File: config.mk
export PLATFORM = sky130hd
export DESIGN_NAME = fetch_unit_q
export DESIGN_NICKNAME = d
export VERILOG_FILES = /design/src/rtl/fetch_unit_q.sv
export SDC_FILE = /design/constraint.sdc
export NUM_CORES = 1
export LEC_CHECK = 0
export CAP_MARGIN = 20
export CORE_AREA = 2 2 228 286
export DETAILED_ROUTE_END_ITERATION = 10
export DIE_AREA = 0 0 230 288
export GPL_ROUTABILITY_DRIVEN = 1
export PLACE_DENSITY = 0.74
export SYNTH_ARGS = -nofsm -noshare
export SYNTH_HDL_FRONTEND = slang
export SYNTH_SLANG_ARGS = --single-unit
File: constraint.sdc
create_clock -name clk -period 9.1 [get_ports clk]
set_input_delay 2.275 -clock clk [delete_from_list [all_inputs] [get_ports clk]]
set_output_delay 2.275 -clock clk [all_outputs]
set_load 0.03 [all_outputs]
File: src/rtl/fetch_unit_q.sv
// Instruction-fetch stage: PC, in-order memory request/response tracking, fetch queue and
// stage-2 redirect resolution. Optional perf counters are enabled with FETCH_PERF_EN.
module fetch_unit_q #(
  parameter int unsigned       ADDR_W   = 64,
  parameter int unsigned       INSTR_W  = 32,
  parameter int unsigned       DEPTH    = 4,
  parameter logic [ADDR_W-1:0] RESET_PC = '0
) (
  input  logic               clk,
  input  logic               reset,
  output logic               imem_req_vld,
  input  logic               imem_req_rdy,
  output logic [ADDR_W-1:0]  imem_addr,
  input  logic               imem_rsp_vld,
  input  logic [INSTR_W-1:0] imem_rsp_data,
  output logic               fq_vld,
  input  logic               fq_rdy,
  output logic [INSTR_W-1:0] fq_instr,
  output logic [ADDR_W-1:0]  fq_pc,
  input  logic               br_vld,
  input  logic [1:0]         br_kind,
  input  logic               br_taken,
  input  logic [ADDR_W-1:0]  br_pc,
  input  logic [25:0]        br_imm,
  input  logic [ADDR_W-1:0]  br_rdata,
  input  logic               flag_wr,
  input  logic               flag_n,
  input  logic               flag_v,
  output logic               redirect
`ifdef FETCH_PERF_EN
  ,
  output logic [31:0]        perf_fetched,
  output logic [31:0]        perf_flushed,
  output logic [31:0]        perf_redirects
`endif
);

  localparam int unsigned PtrW = $clog2(DEPTH);
  localparam int unsigned CntW = PtrW + 1;
  localparam int unsigned OffW = (ADDR_W > 28) ? ADDR_W : 28;

  logic [ADDR_W-1:0]  pc_q, pc_d;
  logic               run_q, run_d;
  logic               lt_q, lt_d;
  logic               redirect_q, redirect_d;
  logic [PtrW-1:0]    fq_rd_q, fq_rd_d, fq_wr_q, fq_wr_d;
  logic [CntW-1:0]    fq_cnt_q, fq_cnt_d;
  logic [PtrW-1:0]    tag_rd_q, tag_rd_d, tag_wr_q, tag_wr_d;
  logic [CntW-1:0]    out_q, out_d;
  logic [CntW-1:0]    drop_q, drop_d;

  logic [ADDR_W-1:0]  tag_mem      [DEPTH];
  logic [ADDR_W-1:0]  fq_pc_mem    [DEPTH];
  logic [INSTR_W-1:0] fq_instr_mem [DEPTH];

  logic               lt, cond, take, accept, rsp, drop_rsp, push, pop;
  logic [CntW:0]      inflight;
  logic [OffW-1:0]    off19, off26;
  logic [ADDR_W-1:0]  target;

  always_comb begin
    lt = flag_wr ? (flag_n ^ flag_v) : lt_q;
    unique case (br_kind)
      2'b00:   cond = br_taken;
      2'b01:   cond = 1'b1;
      2'b10:   cond = 1'b1;
      2'b11:   cond = lt;
      default: cond = 1'b0;
    endcase
    take = br_vld & cond;

    off19 = OffW'($signed(br_imm[18:0])) << 2;
    off26 = OffW'($signed(br_imm[25:0])) << 2;
    unique case (br_kind)
      2'b10:   target = br_rdata;
      2'b01:   target = br_pc + off26[ADDR_W-1:0];
      default: target = br_pc + off19[ADDR_W-1:0];
    endcase

    // Credits cover both in-flight requests and queued words, so the queue can never overflow.
    inflight     = {1'b0, out_q} + {1'b0, fq_cnt_q};
    imem_req_vld = run_q & ~take & (inflight < (CntW + 1)'(DEPTH));
    accept       = imem_req_vld & imem_req_rdy;
    rsp          = imem_rsp_vld & (out_q != '0);
    drop_rsp     = rsp & (drop_q != '0);
    push         = rsp & ~drop_rsp & ~take;
    fq_vld       = (fq_cnt_q != '0);
    pop          = fq_vld & fq_rdy;
  end

  assign imem_addr = pc_q;
  assign fq_instr  = fq_instr_mem[fq_rd_q];
  assign fq_pc     = fq_pc_mem[fq_rd_q];
  assign redirect  = redirect_q;

  always_comb begin
    pc_d       = pc_q;
    run_d      = 1'b1;
    lt_d       = flag_wr ? (flag_n ^ flag_v) : lt_q;
    redirect_d = take;
    out_d      = out_q + CntW'(accept) - CntW'(rsp);
    tag_wr_d   = tag_wr_q + PtrW'(accept);
    tag_rd_d   = tag_rd_q + PtrW'(rsp);
    fq_rd_d    = fq_rd_q + PtrW'(pop);
    fq_wr_d    = fq_wr_q + PtrW'(push);
    fq_cnt_d   = fq_cnt_q + CntW'(push) - CntW'(pop);
    drop_d     = drop_q - CntW'(drop_rsp);
    if (take) begin
      pc_d     = target;
      fq_rd_d  = fq_wr_q;
      fq_cnt_d = '0;
      // Everything still in flight after this cycle belongs to the old path.
      drop_d   = out_q - CntW'(rsp);
    end else if (accept) begin
      pc_d = pc_q + ADDR_W'(4);
    end
  end

  always_ff @(posedge clk or negedge reset) begin
    if (!reset) begin
      pc_q       <= RESET_PC;
      run_q      <= 1'b0;
      lt_q       <= 1'b0;
      redirect_q <= 1'b0;
      fq_rd_q    <= '0;
      fq_wr_q    <= '0;
      fq_cnt_q   <= '0;
      tag_rd_q   <= '0;
      tag_wr_q   <= '0;
      out_q      <= '0;
      drop_q     <= '0;
    end else begin
      pc_q       <= pc_d;
      run_q      <= run_d;
      lt_q       <= lt_d;
      redirect_q <= redirect_d;
      fq_rd_q    <= fq_rd_d;
      fq_wr_q    <= fq_wr_d;
      fq_cnt_q   <= fq_cnt_d;
      tag_rd_q   <= tag_rd_d;
      tag_wr_q   <= tag_wr_d;
      out_q      <= out_d;
      drop_q     <= drop_d;
    end
  end

  always_ff @(posedge clk) begin
    if (accept) tag_mem[tag_wr_q] <= pc_q;
    if (push) begin
      fq_pc_mem[fq_wr_q]    <= tag_mem[tag_rd_q];
      fq_instr_mem[fq_wr_q] <= imem_rsp_data;
    end
  end

  assert property (@(posedge clk) disable iff (!reset)
                   !(push && !pop && (fq_cnt_q == CntW'(DEPTH))))
    else $fatal(1, "fetch queue overflow");

`ifdef FETCH_PERF_EN
  logic [31:0]     perf_fetched_q, perf_fetched_d;
  logic [31:0]     perf_flushed_q, perf_flushed_d;
  logic [31:0]     perf_redirects_q, perf_redirects_d;
  logic [CntW-1:0] cleared;
  logic            dropped;

  function automatic logic [31:0] sat_add(input logic [31:0] a, input logic [31:0] inc);
    logic [32:0] s;
    s = {1'b0, a} + {1'b0, inc};
    return s[32] ? '1 : s[31:0];
  endfunction

  always_comb begin
    cleared          = take ? (fq_cnt_q - CntW'(pop)) : '0;
    dropped          = rsp & ((drop_q != '0) | take);
    perf_fetched_d   = sat_add(perf_fetched_q, 32'(push));
    perf_flushed_d   = sat_add(perf_flushed_q, 32'(cleared) + 32'(dropped));
    perf_redirects_d = sat_add(perf_redirects_q, 32'(take));
  end

  always_ff @(posedge clk or negedge reset) begin
    if (!reset) begin
      perf_fetched_q   <= '0;
      perf_flushed_q   <= '0;
      perf_redirects_q <= '0;
    end else begin
      perf_fetched_q   <= perf_fetched_d;
      perf_flushed_q   <= perf_flushed_d;
      perf_redirects_q <= perf_redirects_d;
    end
  end

  assign perf_fetched   = perf_fetched_q;
  assign perf_flushed   = perf_flushed_q;
  assign perf_redirects = perf_redirects_q;
`endif

endmodule

==> reports/results.ini, run 1 <==
[drt]
avgViaCountPerCell=5.90
drc_errors=0
wl_per_cell_um=24.5
drt_iter0_markers=1473
ant_nets=0
vias=19200
firstDrtPassIters=5
routed_wl_mm=79.9

[sta]
slew_headroom_pct=32.4
slew_violations=0
fin_crit_sh_pct=79.2
finalHoldViolations=0
fmax_ghz=0.139
tightestPinTransition_ns=1.01
fin_tns_setup_ns=0
grt_setup_unrepaired=no
skew_ns=0.0284
period_needed_ns=7.21
finalSetupViolCount=0

[synth]
synth_warnings=0
yosysTopAreaCell=edfxtp_1
avgSynthCellArea_um2=16.1
postSynthRegisterBits=724
synth_area_mm2=0.0322
synth_top_family_by_area=multiplexers
yosys.cell_types.count=101
synth_seq_area_share_pct=66.2
ys_async_sr_fraction_pct=11.6
synth-edff-count=640
synthMuxAreaShare_pct=11.5
synth_compound_area_share_pct=7.32
synth_flop_cell=edfxtp_1
syn-num-nets=2281
synthCells=1994
synth_xor_area_share_pct=3.32
yosys.area.top_type_share_pct=59.7
yosys.area_share.adder_pct=3.53
synthSimpleGateAreaFrac_pct=6.38
synth.area.top_cells=edfxtp_1, mux4_2, dfrtp_1

[place]
post-dp-hpwl_mm=54.1
place_congestion=0.987
numPortBuffers=360

[clocking]
post_cts_buffers=0
hold_buffers=0
cts_buffers=68
clockRootBuffer=clkbuf_16
clock_path_buffers=3
cts_tree=done
cts.clk_slew.worst_paths_ns=0.07
cts_resized=0
clk_latency_ns=0.60
cts.sinks=724
htreeDepth=3

[power]
power.total_w=0.0109
p_leak_nw=13.1
powerDensity_mw_per_mm2=279
vdd_drop_max_v=0.000161

[setup_path]
cp_common_cell=clkdlybuf4s50_1
end_kind=output pin
crit_type=in2out
critPathSlowestCell=clkdlybuf4s50_1
ff2ff_path_depth=8
cp-start-kind=primary input
slowest_delay_ns=0.67
arrival_ns=4.93
path_cells=clkdlybuf4s50_1 > inv_1 > ha_1 > a211o_1 > nand3_4 > and3_1 > clkdlybuf4s50_1
critPathRequiredTime_ns=6.83
cp_max_fo=53

[grt]
grt_pass1_wl_mm=121
grt_usage_pct=24.2
antenna_found_initial=2
grt_max_degree=65
grt_pass1_vias=19800
overflow=0

[worst_hold_path]
min_path_type=reg2reg
holdPathStages=2

[die]
die_width_um=230
die-area_mm2=0.0662
die_h_um=288
core_mm2=0.0638
initial_core_util_pct=50.5
row_count=104
ios=361

[finish]
n_antenna_cell=0
drive_gt1_share_pct=14.3
area_growth_syn_to_layout_pct=21.2
layout_commonest_cell=edfxtp_1
layout.nets=2648
final_cell_mix=edfxtp_1, clkdlybuf4s50_1, mux4_2

[flow_run]
cap_violations=0

[run_status]
status=completed

==> power breakdown <==
group | internal, W | leakage, nW | switching [W] | total [W]
sequential | 0.00419 | 6.71 | 0.000477 | 0.00467
clock | 0.00170 | 1.12 | 0.00117 | 0.00286
combinational | 0.00150 | 5.31 | 0.00186 | 0.00335
==> through the flow <==
step / worst slack (ns) / cell area (um2) / utilization, % / hold WS, ns / cells
after global routing: 1.77 / 39000 / 61.2 / 0.574 / 3262
after floorplan: 0.904 / 32200 / - / 0.477 / 1994
final: 1.89 / 39000 / 61.2 / 0.565 / 3262
after global placement: 1.94 / 36700 / 57.6 / 0.558 / 3138
after detailed placement: 1.88 / 36700 / 57.6 / 0.552 / 3138
after CTS: 1.87 / 39000 / 61.1 / 0.571 / 3261
==> layer usage <==
| layer | routed length, um | vias to the layer above | track usage [%] |
|---|---|---|---|
| li1 | - | 8649 | - |
| met4 | 2730 | 4 | 9.29 |
| met5 | 27 | - | 0 |
| met1 | 33900 | 9801 | 33.0 |
| met2 | 39400 | 653 | 40.0 |
| met3 | 3960 | 131 | 3.15 |
==> cell usage after synthesis, drive strengths merged (5+ instances only) <==
cell type,instances
nor3,31
nor4,5
and3,21
nand3,43
or3,13
dfrtp,84
o22ai,5
nand2,127
buf,39
nor2,105
clkbuf,49
a21o,22
nor2b,5
inv,31
nand4,37
and2,5
a21boi,10
xnor2,61
a221oi,13
and4,5
a21oi,113
edfxtp,640
a22oi,5
a31oi,14
ha,86
o211ai,8
mux4,160
o21a,10
o21bai,9
mux2i,8
xor2,61
a211oi,32
o21ai,75
==> flip-flops by register name, summed over array words and instances (netlist names) <==
| signal | count |
|---|---|
| fq_pc_mem | 256 |
| tag_mem | 256 |
| fq_instr_mem | 128 |
| imem_addr | 64 |
| drop_q | 3 |
| fq_cnt_q | 3 |
| out_q | 3 |
| fq_rd_q | 2 |
| fq_wr_q | 2 |
| tag_rd_q | 2 |
| tag_wr_q | 2 |
| lt_q | 1 |
| redirect | 1 |
| run_q | 1 |
==> worst max-delay path: cells and delay by family <==
family	cells	cell delay, ns
compound gates	1	0.30
buf+inv	3	1.27
simple gates	2	0.78
fa+ha+maj	1	0.30
==> final timing paths <==
path	end	slack, ns	from
hold reg to reg	lt_q	0.56	lt_q
hold / removal	lt_q	0.56	lt_q
min in group asynchronous	imem_addr[12]	1.57	reset
setup / recovery	imem_req_vld	1.89	br_kind[0]
max in group asynchronous	fq_rd_q[0]	6.22	reset
setup reg to reg	fq_pc_mem[3][35]	5.36	lt_q
==> cell families (layout without fill, tap and decap cells) <==
family                     after synthesis  count (layout)
AOI/OAI and AO/OA                      350             350
xor gates and xnor gates               122             122
adders and majority gates               89              89
buffers and inverters                  121             541
DFF                                    724             724
muxes                                  170             170
other                                    1               1
and+or+nand+nor                        417             417
==> cell type report <==
| cell class | count | area (um2) |
|---|---|---|
| fill | 4730 | 24700 |
| sequential | 724 | 21300 |
| multi-input combinational | 1149 | 10400 |
| timing repair buffer | 386 | 3830 |
| clock buffer | 95 | 1980 |
| tap | 848 | 1060 |
| clock inverter | 28 | 292 |
| inverter | 32 | 120 |
(Power assumes the default switching activity.)
==> run 2, diff against run 1 <==
- CORE_AREA: 2 2 228 286 -> 2 2 216 271
- DIE_AREA: 0 0 230 288 -> 0 0 218 273
- PLACE_DENSITY: 0.74 -> 0.78
- clock period: 9.1 -> 7.35 ns (I/O delays scaled with it)
==> run 2 against run 1 <==
Register-to-register slack worse by 1.6 ns. Largest power group unchanged. Critical path depth is 10 higher. Clock skew is 0.0080 ns lower. Setup slack worse by 0.63 ns. Largest cell class unchanged. Global-route usage is 4.7 points higher. Clock power is 19% higher. Flip-flop and latch count stayed put.
==> reports/results.ini, run 2 (synthesized netlist as in run 1, its figures left out) <==
[run_status]
status=completed

[grt]
grt_max_degree=97
grt_pass1_wl_mm=128
antenna_found_initial=0
overflow=0
grt_pass1_vias=20700
grt_usage_pct=28.9

[drt]
ant_nets=0
drc_errors=0
wl_per_cell_um=26.8
firstDrtPassIters=5
routed_wl_mm=84.7
avgViaCountPerCell=6.23
vias=19700
drt_iter0_markers=1649

[setup_path]
path_cells=clkdlybuf4s50_1 > inv_1 > ha_1 > nand2b_1 > a21boi_0 > inv_1 > buf_4 > ha_1 > nand4_1 > nor4b_1 > o21ai_0 > a31oi_1 > o21ai_0 > nand3_1 > a21oi_1 > xor2_1 > a21oi_1
crit_family=compound AO/OA/AOI/OAI gates
cp_num_buf_inv=4
arrival_ns=6.55
slowest_delay_ns=0.51
critPathRequiredTime_ns=7.81
crit_type=in2reg
end_kind=flop
cp_max_fo=14
critPathSlowestCell=a31oi_1
cp-start-kind=primary input

[power]
vdd_drop_max_v=0.000210
p_leak_nw=13.1
pwr-share-seq_pct=43.1
swShare_pct=32.9
clkPwrFrac_pct=25.4
p_sw_w=0.00441
pwr-share-comb_pct=31.5
cell_internal_pwr_w=0.00901
powerDensity_mw_per_mm2=345

[sta]
finalSetupViolCount=0
skew_ns=0.0204
slew_headroom_pct=32.9
grt_setup_unrepaired=no
slew_violations=0
holdWs_ns=0.567
fin_crit_sh_pct=82.8
tightestPinTransition_ns=1.01
period_needed_ns=6.09
finalHoldViolations=0
fmax_ghz=0.164

[worst_hold_path]
min_path_type=reg2reg

[clocking]
cts.sinks=724
cts_resized=0
cts.clk_slew.worst_paths_ns=0.06
cts_tree=done
hold_buffers=0
clockRootBuffer=clkbuf_16
clock_path_buffers=3
clk_latency_ns=0.60
cts_buffers=68
post_cts_buffers=0
htreeDepth=3

[finish]
layout.nets=2651
finalNonFillerCells=3164
final_design_area_no_fill_mm2=0.0389
final_cell_mix=edfxtp_1, clkdlybuf4s50_1, mux4_2
fill_cells=3737
drive_gt1_share_pct=14.4
reg_top3=fq_pc_mem (256), tag_mem (256), fq_instr_mem (128)
area_growth_syn_to_layout_pct=20.8
n_antenna_cell=0
layout_commonest_cell=edfxtp_1

[place]
placed_area_mm2=0.0367
numPortBuffers=360
post-dp-hpwl_mm=55.6
place_congestion=0.964
placed_cells_incl_taps=3044

[die]
ios=361
initial_core_util_pct=56.6
die-area_mm2=0.0595
row_count=98
die_h_um=273
core_mm2=0.0569
die_width_um=218

[flow_run]
cap_violations=0

[run 2: cell count changes in the layout (fill, tap and decap cells not counted), moves of 3 or more]
cell / previous run / this run
clkinv_2: 13 / 10
inv_6: 1 / 6
clkinv_1: 7 / 10
clkbuf_16: 75 / 70
clkbuf_1: 17 / 13
buf_4: 25 / 22
buf_12: 1 / 7
[run 2: power by group through the flow]
stage | sequential [W] | clock [W] | combinational, W
final | 0.00578 | 0.00341 | 0.00423
after global routing | 0.00585 | 0.00360 | 0.00448
after CTS | 0.00578 | 0.00346 | 0.00427
after detailed placement | 0.00585 | 0 | 0.00420
after global placement | 0.00585 | 0 | 0.00409
after floorplan | 0.00572 | 0 | 0.00266
[run 2: final cells by class]
| class | count | area [um2] | area share [%] |
|---|---|---|---|
| sequential | 724 | 21300 | 54.9 |
| multi-input combinational | 1149 | 10400 | 26.8 |
| timing repair buffer | 389 | 3930 | 10.1 |
| clock buffer | 88 | 1870 | 4.81 |
| tap | 750 | 938 | 2.41 |
| clock inverter | 32 | 288 | 0.740 |
| inverter | 32 | 120 | 0.309 |
[run 2: path summary, 6_finish.rpt]
kind                             from                to  slack (ns)  cells after the start
max                        br_kind[1]     imem_addr[57]        1.26                     17
min                              lt_q              lt_q        0.57                      2
max reg2reg                      lt_q  fq_pc_mem[2][58]        3.74                     10
min reg2reg                      lt_q              lt_q        0.57                      2
max in group asynchronous       reset        fq_rd_q[0]        4.93                      2
min in group asynchronous       reset      imem_addr[0]        1.13                      1
[run 2: routing by layer]
layer	global-route usage, %	vias up	routed length (um)
met5	0	-	0
met3	3.44	152	4930
met2	49.7	843	43400
met4	11.0	0	3100
li1	-	8655	-
met1	38.0	10000	33300
[run 2: stage by stage]
step / total power [W] / setup slack [ns] / TNS [ns] / utilization, %
finish: 0.0134 / 1.26 / 0 / 68.3
global route: 0.0139 / 0.970 / 0 / 68.3
CTS: 0.0135 / 1.37 / 0 / 68.3
detailed placement: 0.0101 / 0.754 / 0 / 64.5
global placement: 0.00994 / 0.881 / 0 / 64.5
floorplan: 0.00837 / -0.00743 / -0.713 / -
[run 2: worst reg2reg max path, delay by kind of cell, from the launching register on]
kind,cells,cell delay [ns]
compound gates,2,0.40
flops,1,0.37
simple gates,5,1.38
buf+inv,3,1.12
==> edit: new RTL, settings of run 1 <==
The option `FETCH_PERF_EN` is turned on by a define.
--- a/src/rtl/fetch_unit_q.sv
+++ b/src/rtl/fetch_unit_q.sv
@@ -2,2 +2,4 @@
 // stage-2 redirect resolution. Optional perf counters are enabled with FETCH_PERF_EN.
+`define FETCH_PERF_EN
+
 module fetch_unit_q #(
Behaviour (old outputs only; new: perf_fetched, perf_flushed and perf_redirects): no difference found for any inputs over 4 cycles, from zero or initial values and one cycle with reset low; that may be too few to reach the edited logic, so the function may still have changed.
==> edit against run 1 <==
  * Power up 12%
  * Count of clock-buffer cells in the layout up 3
  * Area after synthesis up 14%
  * Cell area up 15%
  * Core utilization up 9.3 points
  * Routed wire length up 27%
  * Die area unchanged
  * Sequential cell count up 96
  * Setup slack better by 210 ps
==> edit: results (changes against run 1) <==
stage	metric	value	unit	change
status	outcome	finished, final reports clean		unchanged
drt	wl	101000	um	was 79900 um
worst_setup_path	cp.arrival	4720	ps	was 4930 ps
worst_setup_path	path_max_fanout	3		was 53
synthesis	yosysSeqAreaShare	64.5	%	was 66.2%
synthesis	synth.distinct_cells	88		was 101
pwr	leakage	16.2	nW	was 13.1 nW
cts	cts_buffers	80		was 68
timing	fin_skew	31.7	ps	was 28.4 ps
cells_and_area	final_nets	3241		was 2648
drt	drt_iter0_markers	1887		was 1473
place	gp_congestion	0.953		was 0.987
synthesis	yosys-top-cells-area	edfxtp_1, dfrtp_1, mux4_2		was edfxtp_1, mux4_2, dfrtp_1
cells_and_area	num-fill-cells	4252		was 4730
cells_and_area	layout-drive-gt1-share	11.9	%	was 14.3%
synthesis	synth_nets	2782		was 2281
pwr	ir_drop	0.219	mV	was 0.161 mV
place	hpwl	69400	um	was 54100 um
synthesis	synthArstFlopShare	22.0	%	was 11.6%
grt	grt_start_max_net_pins	97		was 65
worst_setup_path	r2r_start	fq_cnt_q[2]		was lt_q
cts	clk_latency	630	ps	was 600 ps
timing	relSlewSlack	31.6	%	was 32.4%
grt	grt_pass1_vias	24100		was 19800
grt	grt_pass1_wl	151000	um	was 121000 um
synthesis	ys_top_cells_by_count	edfxtp_1, nand2_1, dfrtp_1, mux4_2, a21oi_1		was edfxtp_1, mux4_2, nand2_1, a21oi_1, nor2_1
[edit: cell count changes after synthesis, moves of 13 or more]
cell,run 1,this run
and2_1,5,20
clkbuf_1,41,74
dfrtp_1,84,180
nand2b_1,4,17
xnor2_1,61,91
nand3_1,42,67
a21o_1,21,36
xor2_1,61,96
inv_1,31,53
nand2_1,125,244
and3_1,18,44
[edit: layout make-up]
| class | count | area (sq um) | area share, % |
|---|---|---|---|
| well taps | 848 | 1060 | 2.36 |
| repair buffers | 482 | 4810 | 10.7 |
| clock buffers | 98 | 2150 | 4.79 |
| diodes | 3 | 7.51 | 0.0167 |
| multi-input cells | 1512 | 12500 | 27.9 |
| flip-flops and latches | 820 | 23700 | 52.8 |
| clock inverters | 45 | 459 | 1.02 |
| inverters | 54 | 203 | 0.451 |
[edit: cells by family after synthesis]
logic type	synth area share (%)
adders and majority gates	3.26
AOI/OAI and AO/OA	6.67
DFF	64.5
muxes	10.3
xor gates and xnor gates	4.45
and+or+nand+nor	9.14
buffers and inverters	1.65
other	0.0102
[edit: path summary, 6_finish.rpt]
path                       slack [ps]                  to
setup / recovery                 2110        imem_req_vld
hold / removal                    540                lt_q
setup reg to reg                 4610      tag_mem[3][61]
hold reg to reg                   540                lt_q
max in group asynchronous        6160  perf_redirects[16]
min in group asynchronous        1610                lt_q
[edit: power breakdown]
group	leakage, nW	total [W]	internal (W)	switching, W
Combinational	6.92	0.00372	0.00162	0.00210
Clock	1.28	0.00330	0.00187	0.00143
Sequential	8.03	0.00516	0.00465	0.000508
[edit: worst max-delay path, stage by stage]
cell             delay, ps
clkdlybuf4s50_1        530
inv_1                   90
ha_1                   330
o311ai_4               340
and2_1                 400
clkdlybuf4s50_1        740
[edit: per-stage QoR]
stage                     cells  setup slack [ps]  area, sq um
final                      3862              2110        45000
after global routing       3860              2090        44900
after CTS                  3859              2100        44900
after detailed placement   3716              2010        42300
after global placement     3716              2120        42300
after floorplan            2491               333        36800
[edit: metal layers]
metal / wire length [um] / track usage, %
met1: 39900 / 40.6
met2: 50500 / 51.4
met3: 7850 / 5.99
met4: 3070 / 10.2
met5: 64 / 0
